$ cat src/rtl/pool2d_stream.sv
// Streaming non-overlapping 2-D max/average pooling stage.
// Keeps one output row of per-channel accumulators; a single output register.
module pool2d_stream #(
    parameter int DATA_WIDTH   = 8,
    parameter int CHANNELS     = 1,
    parameter int IMAGE_HEIGHT = 6,
    parameter int IMAGE_WIDTH  = 6,
    parameter int POOL_SIZE    = 2,
    parameter int SIGNED       = 0
) (
    input  logic                           clock,
    input  logic                           reset_n,
    input  logic                           mode,
    input  logic                           in_valid,
    output logic                           in_ready,
    input  logic [CHANNELS*DATA_WIDTH-1:0] in_features,
    output logic                           out_valid,
    input  logic                           out_ready,
    output logic [CHANNELS*DATA_WIDTH-1:0] out_features,
    output logic                           out_last
);

    localparam int LP = $clog2(POOL_SIZE);
    localparam int AW = DATA_WIDTH + 2 * LP;
    localparam int OH = IMAGE_HEIGHT / POOL_SIZE;
    localparam int OW = IMAGE_WIDTH / POOL_SIZE;
    localparam int RW = (IMAGE_HEIGHT > 1) ? $clog2(IMAGE_HEIGHT) : 1;
    localparam int CW = (IMAGE_WIDTH > 1) ? $clog2(IMAGE_WIDTH) : 1;
    localparam int JW = (OW > 1) ? $clog2(OW) : 1;

    logic [RW-1:0] row;
    logic [CW-1:0] col;
    logic          mode_q;
    logic [AW-1:0] acc [OW][CHANNELS];

    logic          accept;
    logic          frame_start;
    logic          cur_mode;
    logic          in_crop;
    logic          win_first;
    logic          win_close;
    logic          last_win;
    logic [JW-1:0] j;
    logic [AW-1:0] nxt_acc [CHANNELS];
    logic [CHANNELS*DATA_WIDTH-1:0] res;

    assign in_ready    = !out_valid || out_ready;
    assign accept      = in_valid && in_ready;
    assign frame_start = (row == '0) && (col == '0);
    assign cur_mode    = frame_start ? mode : mode_q;
    assign in_crop     = (int'(row) < OH * POOL_SIZE)
                      && (int'(col) < OW * POOL_SIZE);
    assign win_first   = (int'(row) % POOL_SIZE == 0)
                      && (int'(col) % POOL_SIZE == 0);
    assign win_close   = (int'(row) % POOL_SIZE == POOL_SIZE - 1)
                      && (int'(col) % POOL_SIZE == POOL_SIZE - 1);
    assign last_win    = (int'(row) == OH * POOL_SIZE - 1)
                      && (int'(col) == OW * POOL_SIZE - 1);
    assign j           = JW'(int'(col) / POOL_SIZE);

    // Per-channel window update and closing result for the current pixel
    always_comb begin
        logic [DATA_WIDTH-1:0] px;
        logic [AW-1:0]         pe;
        logic [AW-1:0]         a;
        logic [AW-1:0]         mx;
        logic [AW-1:0]         sum;
        logic [AW-1:0]         avg;
        logic                  gt;
        px  = '0;
        pe  = '0;
        a   = '0;
        mx  = '0;
        sum = '0;
        avg = '0;
        gt  = 1'b0;
        res = '0;
        for (int c = 0; c < CHANNELS; c++) begin
            px = in_features[c*DATA_WIDTH +: DATA_WIDTH];
            if (SIGNED != 0) begin
                pe = AW'($signed(px));
            end else begin
                pe = AW'(px);
            end
            a = acc[j][c];
            if (SIGNED != 0) begin
                gt = $signed(pe) > $signed(a);
            end else begin
                gt = pe > a;
            end
            mx  = gt ? pe : a;
            sum = a + pe;
            if (SIGNED != 0) begin
                avg = AW'($signed(sum) >>> (2 * LP));
            end else begin
                avg = sum >> (2 * LP);
            end
            nxt_acc[c] = win_first ? pe : (cur_mode ? sum : mx);
            res[c*DATA_WIDTH +: DATA_WIDTH] =
                cur_mode ? avg[DATA_WIDTH-1:0] : mx[DATA_WIDTH-1:0];
        end
    end

    // Raster position, frame mode and partial-window accumulators
    always_ff @(posedge clock or negedge reset_n) begin
        if (!reset_n) begin
            row    <= '0;
            col    <= '0;
            mode_q <= 1'b0;
            for (int w = 0; w < OW; w++) begin
                for (int c = 0; c < CHANNELS; c++) begin
                    acc[w][c] <= '0;
                end
            end
        end else if (accept) begin
            if (int'(col) == IMAGE_WIDTH - 1) begin
                col <= '0;
                if (int'(row) == IMAGE_HEIGHT - 1) begin
                    row <= '0;
                end else begin
                    row <= row + 1'b1;
                end
            end else begin
                col <= col + 1'b1;
            end
            if (frame_start) begin
                mode_q <= mode;
            end
            if (in_crop) begin
                for (int c = 0; c < CHANNELS; c++) begin
                    acc[j][c] <= nxt_acc[c];
                end
            end
        end
    end

    // Output register: load on a closing beat, drop valid once taken
    always_ff @(posedge clock or negedge reset_n) begin
        if (!reset_n) begin
            out_valid    <= 1'b0;
            out_last     <= 1'b0;
            out_features <= '0;
        end else if (accept && in_crop && win_close) begin
            out_valid    <= 1'b1;
            out_features <= res;
            out_last     <= last_win;
        end else if (out_ready) begin
            out_valid <= 1'b0;
            out_last  <= 1'b0;
        end
    end

endmodule

$ cat config.mk
export PLATFORM = sky130hd
export DESIGN_NAME = pool2d_stream
export DESIGN_NICKNAME = d
export VERILOG_FILES = /design/src/rtl/pool2d_stream.sv
export SDC_FILE = /design/constraint.sdc
export NUM_CORES = 1
export LEC_CHECK = 0
export BUFFER_PORTS_ARGS = -buffer_cell sky130_fd_sc_hd__buf_2
export CAP_MARGIN = 30
export CORE_MARGIN = 5
export CORE_UTILIZATION = 40
export DETAILED_ROUTE_END_ITERATION = 8
export PLACE_DENSITY_LB_ADDON = 0.15
export SLEW_MARGIN = 25
export SYNTH_ARGS = -nofsm -noshare
export SYNTH_HDL_FRONTEND = slang
export SYNTH_SLANG_ARGS = --single-unit
$ cat constraint.sdc
create_clock -name clock -period 3.97 [get_ports clock]
set_input_delay 0.1985 -clock clock [delete_from_list [all_inputs] [get_ports clock]]
set_output_delay 0.1985 -clock clock [all_outputs]
set_load 0.05 [all_outputs]
==> impl_metrics.toml, run 1 <==
[drt]
drt_iter0_drc = 193
wire_per_inst_um = 18.3
wl_mm = 8.82
drc = 0
antenna_left = 0
vias = 2776
viasPerCell = 5.76
dr.pass1.iters = 4

[synthesis]
ys.flop_type = "dfrtp_1"
netlist.area_leader.share_pct = 36.8
ys_seq_elements = 47
synth_fp_nets = 385
synth_top_cell_by_area = "dfrtp_1"
synthesis.area_um2 = 3200
netlist_instances = 355
synth-seq-area-share_pct = 36.8
synth_edf_count = 0
synth.distinct_cells = 57
yosys-top-cells-area = "dfrtp_1 (37%), ha_1 (6.3%), nor2_1 (4.8%)"
ys_async_sr_fraction_pct = 100
ys.warnings.count = 0
syn_avg_cell_area_um2 = 9.01

[placed_design]
port_buffers = 23
routabilityCongestion = 0.932
hpwl_mm = 6.68

[cells_and_area]
drive_gt1_share_pct = 15.5
nNetsFinal = 410
antenna_cells = 0
synthToLayoutAreaGrowth_pct = 10.3
final_cell_mix = "dfrtp_1 (47), nor2_1 (41), nand2_1 (37), buf_2 (22), a21oi_1 (21)"
final_common_cell = "dfrtp_1"

[clock_tree]
clock-root-buffer = "clkbuf_8"
clk_pin_slew_ps = 90
clock_path_buffers = 2
clock_latency_ps = 300
cts_tree = "done"
h-tree-depth = 2
post_cts_buffers = 0
numCtsBuffers = 5
clock_sinks = 47

[timing]
worstMarginPinSlew_ps = 990
hold_viol_final = 0
rsz0062_at_grt = "no"
skew_ps = 7.72
max-slew-margin-rel_pct = 34.0
fin_setup_tns_ps = 0
post-route-period-util_pct = 91.4
setup_viol = 0
fin_crit_ps = 3630
max_freq_ghz = 0.276
drv_slew = 0

[floorplan]
rows = 32
coreArea_um2 = 7770
die_x_um = 99.4
start_util_pct = 41.2
io_pins = 24
die_y_um = 99.4
dieArea_um2 = 9880

[critical_path]
r2r-start = "col[1]"
crit_required_ps = 4160
cp_max_fo = 16
worstSetupPathType = "reg -> reg"
cp_cell_sequence = "nor2b_1 > buf_4 > a2bb2oi_1 > inv_1 > ha_1 > fa_1 > nor2b_1 > o21ai_0 > nand3_1 > xnor2_1 > nand3_1 > a32o_1"
r2r_end = "acc[26]"
max_stage_delay_ps = 800
worstRegToRegCells = 12
startpoint_type = "register"
arrival_ps = 3820
ff2ff_setup_slack_ps = 340
crit_slowest_cell = "dfrtp_1"
cp-end-kind = "register"

[status]
outcome = "finished clean"

[global_routing]
grt_max_degree = 48
grt_pass1_wl_mm = 14.6
antenna_found_initial = 0
grt_pass1_vias = 2717
overflow = 0
track_usage_pct = 18.8

[worst_hold_path]
holdPathEnd = "out_last"
hold_path_depth = 3
min_from = "out_ready"
hold_path.class = "in -> reg"

[flow_run]
cap_violations = 0
==> synthesized netlist by cell type (2+ instances only) <==
library cell	instances
mux2_2	10
nand4_1	7
o211ai_1	2
o31ai_1	3
ha_1	16
dfrtp_1	47
a31oi_1	12
nand2b_1	5
o21ai_0	19
nor4_1	2
nor3_1	6
o21bai_1	3
a21oi_1	21
o21a_1	5
buf_2	4
and2_1	3
xnor2_1	5
a32o_1	3
a22o_1	6
nor2b_1	6
buf_6	3
mux2i_1	13
clkbuf_1	7
or2_2	2
inv_1	13
a211oi_1	3
a21o_1	2
o31a_1	7
nand2_1	37
and3_1	2
nor2_1	41
o311ai_1	2
xor2_1	4
nand3_1	9
a2bb2oi_1	2
o211ai_2	2
==> what timing repair did <==
action	in CTS	in global routing
hold buffers	1	0
resized for setup	0	0
endpoints found under the hold margin	47	0
==> how the worst max path moves through the flow <==
| stage | cells past startpoint | end | start |
|---|---|---|---|
| after floorplan | 14 | out_features[5] | col[1] |
| after global placement | 12 | acc[16] | col[1] |
| after detailed placement | 12 | acc[26] | col[1] |
| after CTS | 12 | acc[26] | col[1] |
| after global routing | 12 | acc[26] | col[1] |
| final | 12 | acc[26] | col[1] |
==> critical path, delay by kind of cell (launching register included) <==
kind	cells	cell delay (ps)
AOI/OAI and AO/OA	3	860
DFF	1	800
and+or+nand+nor	4	640
adders and majority gates	2	630
buffers and inverters	2	320
xor gates and xnor gates	1	260
==> through the flow <==
stage          worst slack [ps]  cell area [µm²]  std cells  hold slack [ps]  utilization (%)
6_report                    341             3530        482              188             45.4
5_1_grt                     142             3530        482              207             45.4
4_1_cts                     347             3530        482              189             45.4
3_5_place_dp                365             3410        474              256             43.9
3_3_place_gp                459             3410        474              463             43.9
2_1_floorplan               985             3200        355            -97.1                -
==> logic make-up after synthesis <==
group,share of synthesized area [%]
DFF,36.8
muxes,7.59
xor gates and xnor gates,2.46
and+or+nand+nor,19.2
adders and majority gates,6.89
AOI/OAI and AO/OA,22.3
buffers and inverters,4.81
==> cell type report <==
class                   count  area (µm²)
fillers                   795        4240
multi-input cells         279        1870
flip-flops and latches     47        1180
repair buffers             34         203
well taps                 102         128
clock buffers               6        72.6
inverters                  13        48.8
clock inverters             1        30.0
==> sequential cells by signal (all words and copies together) (netlist names) <==
name          flops
acc              30
col               3
mode_q            1
out_features      8
out_last          1
out_valid         1
row               3
==> routing by layer <==
| layer | track usage (%) | wire [µm] |
|---|---|---|
| met1 | 26.7 | 4260 |
| met2 | 29.1 | 3950 |
| met3 | 2.52 | 375 |
| met4 | 6.62 | 236 |
| met5 | 0 | 0 |
Power of run 1 is not shown: default switching activity piles up to over one toggle a cycle in this logic, so the estimate is an artifact.
==> inputs of run 2 (changes only) <==
--- a/config.mk
+++ b/config.mk
@@ -5,6 +5,7 @@
 export SDC_FILE = /design/constraint.sdc
 export NUM_CORES = 1
 export LEC_CHECK = 0
+export ABC_AREA = 1
 export BUFFER_PORTS_ARGS = -buffer_cell sky130_fd_sc_hd__buf_2
 export CAP_MARGIN = 30
 export CORE_MARGIN = 5
==> run 2 against run 1 <==
Against the previous run:
- worst setup slack improved by 580 ps
- highest routed layer unchanged
- synthesized cell count increased by 18%
- routed wire length shrank 0.82%
- the flow now finishes with violations (negative hold slack)
==> impl_metrics.toml, run 2 <==
[critical_path]
arrival_ps = 3290
worstSetupPathType = "reg -> reg"
crit_required_ps = 4210
crit_start = "col[2]"
r2r-start = "col[2]"
startpoint_type = "register"
cp_max_fo = 11
cp-end-kind = "register"

[clock_tree]
cts_resized = 0
cts_hold_buffers = 0
clock_path_buffers = 2
clock_latency_ps = 310
clk_pin_slew_ps = 90
clock_sinks = 47
numCtsBuffers = 5
cts_tree = "done"
h-tree-depth = 2
clock-root-buffer = "clkbuf_8"
post_cts_buffers = 0

[global_routing]
grt_max_degree = 48
antenna_found_initial = 0
overflow = 0
track_usage_pct = 18.4
grt_pass1_wl_mm = 14.3
grt_pass1_vias = 2740

[synthesis]
ys.flop_type = "dfrtp_1"
yosys-top-cells-area = "dfrtp_1 (37%), nand2_1 (13%), nand3_1 (8.1%)"
synth.distinct_cells = 34
synth-seq-area-share_pct = 36.7
netlist_instances = 420
ys_seq_elements = 47
synth_edf_count = 0
netlist.area_leader.share_pct = 36.7
synthTopCellsByCount = "nand2_1 (111), inv_1 (59), nand3_1 (52), dfrtp_1 (47), nor2_1 (29)"
ys_async_sr_fraction_pct = 100
syn_avg_cell_area_um2 = 7.62
ys.warnings.count = 0
synth_fp_nets = 450
yosysMostFrequentCell = "nand2_1"
synth_top_cell_by_area = "dfrtp_1"
synthesis.area_um2 = 3200

[placed_design]
hpwl_mm = 6.71
port_buffers = 23
dp.cells = 540
routabilityCongestion = 0.885

[cells_and_area]
top_regs = "acc: 30 flops, out_features: 8 flops"
final_cell_mix = "nand2_1 (111), inv_1 (59), nand3_1 (52), dfrtp_1 (47), nor2_1 (29)"
antenna_cells = 0
final_common_cell = "nand2_1"
largest_reg_flops = 30
layout.cells.non_filler = 547
largest_register = "acc"
nNetsFinal = 475
drive_gt1_share_pct = 18.2
synthToLayoutAreaGrowth_pct = 8.91

[floorplan]
die_y_um = 99.5
io_pins = 24
start_util_pct = 41.2
dieArea_um2 = 9890
rows = 32
coreArea_um2 = 7770
die_x_um = 99.5

[timing]
drv_slew = 0
max-slew-margin-rel_pct = 48.2
setup_viol = 0
fin_setup_tns_ps = 0
post-route-period-util_pct = 76.9
max_freq_ghz = 0.328
skew_ps = 10.7
hold_ws_ps = -33.2
rsz0062_at_grt = "no"
fin_crit_ps = 3050
worstMarginPinSlew_ps = 777
hold_viol_final = 28

[drt]
viasPerCell = 5.06
drt_iter0_drc = 169
vias = 2767
dr.pass1.iters = 4
antenna_left = 0
drc = 0
wire_per_inst_um = 16.0
wl_mm = 8.75

[status]
outcome = "finished with violations"
violations = "negative hold slack"

[flow_run]
cap_violations = 0

[worst_hold_path]
hold_path.class = "in -> async"
[run 2: path summary, 6_finish.rpt]
path                                    to  slack (ps)  depth (start not counted)
setup / recovery                   acc[26]         920                         18
hold / removal             out_features[4]         -30                          2
setup reg to reg                   acc[26]         920                         18
hold reg to reg                    acc[22]         480                          2
max in group asynchronous          acc[17]        3560                          2
min in group clock               out_valid         220                          4
[run 2: cell type report]
class                           instances  area (µm²)
Clock inverter                          2        13.8
Timing Repair Buffer                   29         160
Clock buffer                            5        68.8
Tap cell                              102         128
Sequential cell                        47        1180
Fill cell                             813        4280
Multi-Input combinational cell        297        1700
Inverter                               65         244
[run 2: kinds of logic (layout without fill, tap and decap cells)]
family / after synthesis / in the layout / share of synthesized area (%)
buffers and inverters: 76 / 101 / 10.3
AND/OR/NAND/NOR: 230 / 230 / 34.3
XOR/XNOR: 5 / 5 / 1.37
flip-flops: 47 / 47 / 36.7
AO/OA/AOI/OAI: 45 / 45 / 10.4
adder cells (fa/ha/maj): 17 / 17 / 6.88
[run 2: critical path, stage by stage (launching register included)]
cell and delay [ps]:
dfrtp_1 440, inv_1 80, nor2_1 40, buf_4 200
a221oi_1 440, inv_1 120, ha_1 230, fa_1 400
nand3_1 100, nand2_1 120, a21oi_1 190, inv_1 60
nand2_1 60, nand3_1 80, nand2_1 80, inv_1 50
nand2_2 100, nand3_1 90, nand2_1 80
[run 2: stage by stage]
step / utilization [%] / worst slack, ps / hold WS, ps / instance area (µm²)
after detailed placement: 43.8 / 971 / 334 / 3400
after floorplan: - / 1360 / -97.1 / 3200
after CTS: 44.9 / 939 / 4.18 / 3490
final: 44.9 / 918 / -33.2 / 3490
after global placement: 43.8 / 981 / 341 / 3400
after global routing: 44.9 / 667 / 30.7 / 3490
[run 2: per-layer routing]
metal | routed length [µm] | track usage, % | vias up
met5 | 0 | 0 | -
li1 | - | - | 1391
met3 | 583 | 3.09 | 12
met4 | 180 | 5.99 | 0
met1 | 3980 | 24.6 | 1270
met2 | 4010 | 30.3 | 94
Power of run 2 is left out for the same reason.
